==> src/rtl/pipe_pkg.sv <==
// Shared definitions for the valid/ready pipeline slice: state encoding and
// occupancy width.
package pipe_pkg;

    // Occupancy counter width (0, 1 or 2 beats held).
    localparam int PIPE_OCC_W = 2;

    // Slice state. Encoding 2'd3 is illegal and recovers to EMPTY.
    typedef enum logic [1:0] {
        EMPTY = 2'd0,
        BUSY  = 2'd1,
        FULL  = 2'd2
    } pipe_state_e;

endpackage

==> src/rtl/pipe_slice_ctrl.sv <==
// Control FSM for pipe_slice. Tracks how many beats are held (main + skid)
// and produces the handshake outputs plus the payload load controls.
// Outputs are decoded purely from the state flops, so neither ready_o nor
// valid_ro has a combinational path from ready_i or valid_i.
// Optional macro PIPE_SLICE_FLUSH_EN adds the synchronous flush_i input.
module pipe_slice_ctrl
    import pipe_pkg::*;
(
    input  logic                  clk,
    input  logic                  rst_n,
    input  logic                  valid_i,
    input  logic                  ready_i,
`ifdef PIPE_SLICE_FLUSH_EN
    input  logic                  flush_i,
`endif
    output logic                  ready_o,
    output logic                  valid_ro,
    output logic [PIPE_OCC_W-1:0] occ_o,
    output logic                  main_ld,
    output logic                  skid_ld,
    output logic                  main_sel_skid
);

    pipe_state_e state_q;
    pipe_state_e state_d;
    logic        in_hs;
    logic        out_hs;

    assign in_hs  = valid_i & ready_o;
    assign out_hs = valid_ro & ready_i;

    // Decode handshake outputs and occupancy from the current state only.
    always_comb begin
        valid_ro = 1'b0;
        ready_o  = 1'b0;
        occ_o    = 2'd0;
        case (state_q)
            EMPTY: begin
                valid_ro = 1'b0;
                ready_o  = 1'b1;
                occ_o    = 2'd0;
            end
            BUSY: begin
                valid_ro = 1'b1;
                ready_o  = 1'b1;
                occ_o    = 2'd1;
            end
            FULL: begin
                valid_ro = 1'b1;
                ready_o  = 1'b0;
                occ_o    = 2'd2;
            end
            default: begin
                // Illegal encoding: accept nothing, deliver nothing.
                valid_ro = 1'b0;
                ready_o  = 1'b0;
                occ_o    = 2'd0;
            end
        endcase
    end

    // Next-state and payload load-enable logic.
    always_comb begin
        state_d       = state_q;
        main_ld       = 1'b0;
        skid_ld       = 1'b0;
        main_sel_skid = 1'b0;
        case (state_q)
            EMPTY: begin
                if (in_hs) begin
                    main_ld = 1'b1;
                    state_d = BUSY;
                end
            end
            BUSY: begin
                if (in_hs && out_hs) begin
                    main_ld = 1'b1;
                end else if (in_hs) begin
                    // Downstream stalled: park the in-flight beat in the skid.
                    skid_ld = 1'b1;
                    state_d = FULL;
                end else if (out_hs) begin
                    state_d = EMPTY;
                end
            end
            FULL: begin
                if (out_hs) begin
                    main_ld       = 1'b1;
                    main_sel_skid = 1'b1;
                    state_d       = BUSY;
                end
            end
            default: begin
                state_d = EMPTY;
            end
        endcase
`ifdef PIPE_SLICE_FLUSH_EN
        // Flush wins over everything; the main register keeps its value.
        if (flush_i) begin
            state_d       = EMPTY;
            main_ld       = 1'b0;
            skid_ld       = 1'b0;
            main_sel_skid = 1'b0;
        end
`endif
    end

    // State register with asynchronous reset to EMPTY.
    always_ff @(posedge clk or negedge rst_n) begin
        if (!rst_n) begin
            state_q <= EMPTY;
        end else begin
            state_q <= state_d;
        end
    end

endmodule

==> src/rtl/pipe_slice.sv <==
// Fully registered valid/ready pipeline slice with a two-entry skid buffer.
// Sustains one beat per cycle while both ready_o and valid_ro come from
// flops. Define PIPE_SLICE_FLUSH_EN to add the synchronous flush_i port.
module pipe_slice
    import pipe_pkg::*;
#(
    parameter int                DATA_W   = 32,
    parameter logic [DATA_W-1:0] RST_DATA = '0
) (
    input  logic                  clk,
    input  logic                  rst_n,
    input  logic                  valid_i,
    input  logic [DATA_W-1:0]     data_i,
    output logic                  ready_o,
    output logic                  valid_ro,
    output logic [DATA_W-1:0]     data_ro,
    input  logic                  ready_i,
`ifdef PIPE_SLICE_FLUSH_EN
    input  logic                  flush_i,
`endif
    output logic [PIPE_OCC_W-1:0] occ_o
);

    logic              main_ld;
    logic              skid_ld;
    logic              main_sel_skid;
    logic [DATA_W-1:0] main_p0;
    logic [DATA_W-1:0] skid_p0;

    pipe_slice_ctrl u_ctrl (
        .clk           (clk),
        .rst_n         (rst_n),
        .valid_i       (valid_i),
        .ready_i       (ready_i),
`ifdef PIPE_SLICE_FLUSH_EN
        .flush_i       (flush_i),
`endif
        .ready_o       (ready_o),
        .valid_ro      (valid_ro),
        .occ_o         (occ_o),
        .main_ld       (main_ld),
        .skid_ld       (skid_ld),
        .main_sel_skid (main_sel_skid)
    );

    // Main register: loads a new beat from upstream or refills from the skid.
    always_ff @(posedge clk or negedge rst_n) begin
        if (!rst_n) begin
            main_p0 <= RST_DATA;
        end else if (main_ld) begin
            main_p0 <= main_sel_skid ? skid_p0 : data_i;
        end
    end

    // Skid register: catches the beat in flight when the output stalls; no reset.
    always_ff @(posedge clk) begin
        if (skid_ld) begin
            skid_p0 <= data_i;
        end
    end

    assign data_ro = main_p0;

endmodule
==> config.mk <==
export PLATFORM = sky130hd
export DESIGN_NAME = pipe_slice
export DESIGN_NICKNAME = d
export VERILOG_FILES = /design/src/rtl/pipe_pkg.sv /design/src/rtl/pipe_slice_ctrl.sv /design/src/rtl/pipe_slice.sv
export SDC_FILE = /design/constraint.sdc
export NUM_CORES = 1
export LEC_CHECK = 0
export BUFFER_PORTS_ARGS = -buffer_cell sky130_fd_sc_hd__clkbuf_2
export CELL_PAD_IN_SITES_DETAIL_PLACEMENT = 1
export CELL_PAD_IN_SITES_GLOBAL_PLACEMENT = 2
export CORE_MARGIN = 2
export CORE_UTILIZATION = 35
export DETAILED_ROUTE_END_ITERATION = 10
export GPL_TIMING_DRIVEN = 0
export PLACE_DENSITY_LB_ADDON = 0.1
export SLEW_MARGIN = 20
export SYNTH_ARGS = -nofsm -noshare
export SYNTH_HDL_FRONTEND = slang
export SYNTH_HIERARCHICAL = 1
export SYNTH_SLANG_ARGS = --single-unit
==> constraint.sdc <==
create_clock -name clk -period 8.6 [get_ports clk]
set_clock_uncertainty 0.15 [all_clocks]
set_input_delay 0.43 -clock clk [delete_from_list [all_inputs] [get_ports clk]]
set_output_delay 0.43 -clock clk [all_outputs]
set_load 0.01 [all_outputs]
==> flow_metrics.env <==
export IMPL_finalSetupTns_ns=0
export IMPL_yosys_most_used_dff="dfrtp_1"
export IMPL_grt_overflow_total=0
export IMPL_drt_total_wl_mm=5.97
export IMPL_p_clk_share_pct=21.7
export IMPL_cts_root_buf="clkbuf_8"
export IMPL_syn_num_nets=241
export IMPL_die_w_um=91.9
export IMPL_hp_class="in2async"
export IMPL_grtUsageTotal_pct=15.1
export IMPL_die_h_um=91.9
export IMPL_r2r_end="data_ro[27]"
export IMPL_setup_viol=0
export IMPL_layout_nets=324
export IMPL_dp_cells=374
export IMPL_irDropWorstVdd_mv=0.118
export IMPL_grt_pass1_wl_mm=9.75
export IMPL_cts_resized=0
export IMPL_cp_top_family="buffers and inverters"
export IMPL_r2r_cells=9
export IMPL_num_rows=32
export IMPL_grt_pass1_vias=1877
export IMPL_cp_start_kind="flip-flop"
export IMPL_leakage_nw=1.41
export IMPL_synthTopCellsByCount="a21oi_1, nor2_1, dfrtp_1"
export IMPL_cp_arrival_ns=2.43
export IMPL_antenna_found_initial=0
export IMPL_dieArea_sq_um=8450
export IMPL_seq_power_share_pct=41.9
export IMPL_path_max_fanout=10
export IMPL_internal_power_uw=773
export IMPL_clk_pin_slew_worst_paths_ns=0.07
export IMPL_slew_violations=0
export IMPL_critPathMaxStageDelay_ns=0.45
export IMPL_io_pins=72
export IMPL_clk_path_buf_depth=2
export IMPL_grt_max_degree=35
export IMPL_synth_edf_count=32
export IMPL_ant_nets=0
export IMPL_layout_drive_gt1_share_pct=34.4
export IMPL_totalPowerFinal_mw=1.20
export IMPL_hpwl_mm=3.99
export IMPL_slew_headroom_pct=38.5
export IMPL_end_kind="flip-flop"
export IMPL_cp_cell_sequence="inv_1 > ha_1 > nand2_2 > nor2_1 > a21oi_1 > nor2_1 > buf_4 > clkbuf_1 > a21oi_1"
export IMPL_crit_buf_inv=3
export IMPL_status="complete, no violations"
export IMPL_ys_ff_latch=66
export IMPL_post_synth_top_area_cell="edfxtp_1"
export IMPL_drt_first_pass_iters=4
export IMPL_synthTopCellsByArea="edfxtp_1, dfrtp_1, mux2i_1"
export IMPL_ys_warn_count=6
export IMPL_post_cts_buffers=0
export IMPL_r2r_slack_ns=6.21
export IMPL_hold_buffers=0
export IMPL_cts_max_level=3
export IMPL_worstPathRequired_ns=8.64
export IMPL_critical_path_slowest_cell="dfrtp_1"
export IMPL_finalCriticalPeriod_ns=2.39
export IMPL_hold_viol=0
export IMPL_fmax_mhz=418
export IMPL_comb_power_share_pct=36.4
export IMPL_wl_per_cell_um=15.3
export IMPL_cts_buffers=9
export IMPL_drc=0
export IMPL_cts_tree="built"
export IMPL_fillers=849
export IMPL_timing_rr_start="u_ctrl/state_q[1]"
export IMPL_routed_via_count=1827
export IMPL_worst_pin_slew_ns=0.922
export IMPL_rsz0062_at_grt="false"
export IMPL_synth_top_area_share_pct=35.5
export IMPL_finalNonFillerCells=390
export IMPL_drt_initial_drc_count=39
export IMPL_crit_type="reg2reg"
export IMPL_synth_most_common_cell="a21oi_1"
export IMPL_p_sw_uw=427
export IMPL_fin_crit_sh_pct=27.8
export IMPL_pwr_density_cell_nw_per_um2=350
export IMPL_core_sq_um=7610
export IMPL_viasPerCell=4.68
export IMPL_clock_sinks=66
export IMPL_area_growth_pct=26.6
export IMPL_netlist_area_sq_um=2710
export IMPL_syn_avg_cell_area_sq_um=13.5
export IMPL_start_util_pct=35.6
export IMPL_antennaDiodeCount=0
export IMPL_insertion_delay_ns=0.34
export IMPL_timing_hold_ws_ns=0.0624
export IMPL_async_reset_ff_share_pct=51.5
export IMPL_cap_violations=0
export IMPL_p_sw_share_pct=35.6
export IMPL_synth_cells=200
export IMPL_yosysUniqueCellTypes=23
export IMPL_seq_area_frac_synth_pct=67.0
export IMPL_port_buffers=71
export IMPL_routabilityCongestion=0.704
-- placed cells by master (no fill, tap or decap), types with 5 or more instances in the layout --
cell / instances
mux2i_1: 33
nor2_1: 35
a21oi_1: 35
ha_1: 5
clkbuf_8: 11
clkbuf_2: 71
clkbuf_1: 5
edfxtp_1: 32
dfrtp_1: 34
-- state kept, by name, summed over array words and instances (netlist names) --
signal and count:
u_ctrl/state_q 2, skid_p0 32, data_ro 32
-- logic make-up after synthesis --
kind of cell             after synthesis  share of synthesized area [%]
flip-flops                            66                           67.0
AND/OR/NAND/NOR                       41                           6.01
AO/OA/AOI/OAI                         40                           7.86
multiplexers                          33                           12.2
buffers and inverters                 14                           4.30
adder cells (fa/ha/maj)                5                           2.31
XOR/XNOR                               1                          0.324
-- power by group through the flow --
stage | sequential [mW] | clock [mW] | combinational, mW
2_1_floorplan | 0.538 | 0 | 0.230
3_3_place_gp | 0.510 | 0 | 0.428
3_5_place_dp | 0.509 | 0 | 0.447
4_1_cts | 0.504 | 0.271 | 0.448
5_1_grt | 0.516 | 0.282 | 0.490
6_report | 0.502 | 0.261 | 0.437
-- worst reg2reg max path: stages (launching register included) --
cell and delay, ns:
dfrtp_1 0.45, inv_1 0.11, ha_1 0.41, nand2_2 0.12, nor2_1 0.12, a21oi_1 0.05
nor2_1 0.09, buf_4 0.17, clkbuf_1 0.44, a21oi_1 0.13
-- worst max-delay path by stage --
stage / startpoint / end / slack, ns / cells past startpoint
2_1_floorplan: u_ctrl/state_q[1] / skid_p0[0] / 5.57 / 3
3_3_place_gp: u_ctrl/state_q[1] / skid_p0[13] / 4.30 / 4
3_5_place_dp: u_ctrl/state_q[1] / data_ro[27] / 6.15 / 9
4_1_cts: u_ctrl/state_q[1] / data_ro[27] / 6.13 / 9
5_1_grt: u_ctrl/state_q[1] / data_ro[27] / 5.93 / 9
6_report: u_ctrl/state_q[1] / data_ro[27] / 6.21 / 9
-- metal layers --
layer | global-route usage [%] | routed length, um | vias to the layer above
li1 | - | - | 870
met1 | 20.6 | 2850 | 894
met2 | 22.6 | 2750 | 55
met3 | 3.78 | 312 | 8
met4 | 7.09 | 62 | 0
met5 | 0 | 0 | -
-- metrics by stage --
stage | setup WS [ns] | instance area (sq um) | util (%)
after floorplan | 5.57 | 2710 | -
after global placement | 4.30 | 3190 | 41.9
after detailed placement | 6.15 | 3230 | 42.4
after CTS | 6.13 | 3430 | 45.0
after global routing | 5.93 | 3430 | 45.0
final | 6.21 | 3430 | 45.0
-- area by class of cell --
| type | count | area, sq um | area share, % |
|---|---|---|---|
| multi-input combinational | 120 | 788 | 23.0 |
| clock buffer | 13 | 159 | 4.64 |
| sequential | 66 | 1810 | 52.9 |
| timing repair buffer | 72 | 383 | 11.2 |
| tap | 102 | 128 | 3.73 |
| buffer | 11 | 105 | 3.07 |
| inverter | 3 | 11.3 | 0.329 |
| clock inverter | 3 | 40.0 | 1.17 |
No activity file was read; power rests on OpenSTA's default activity.
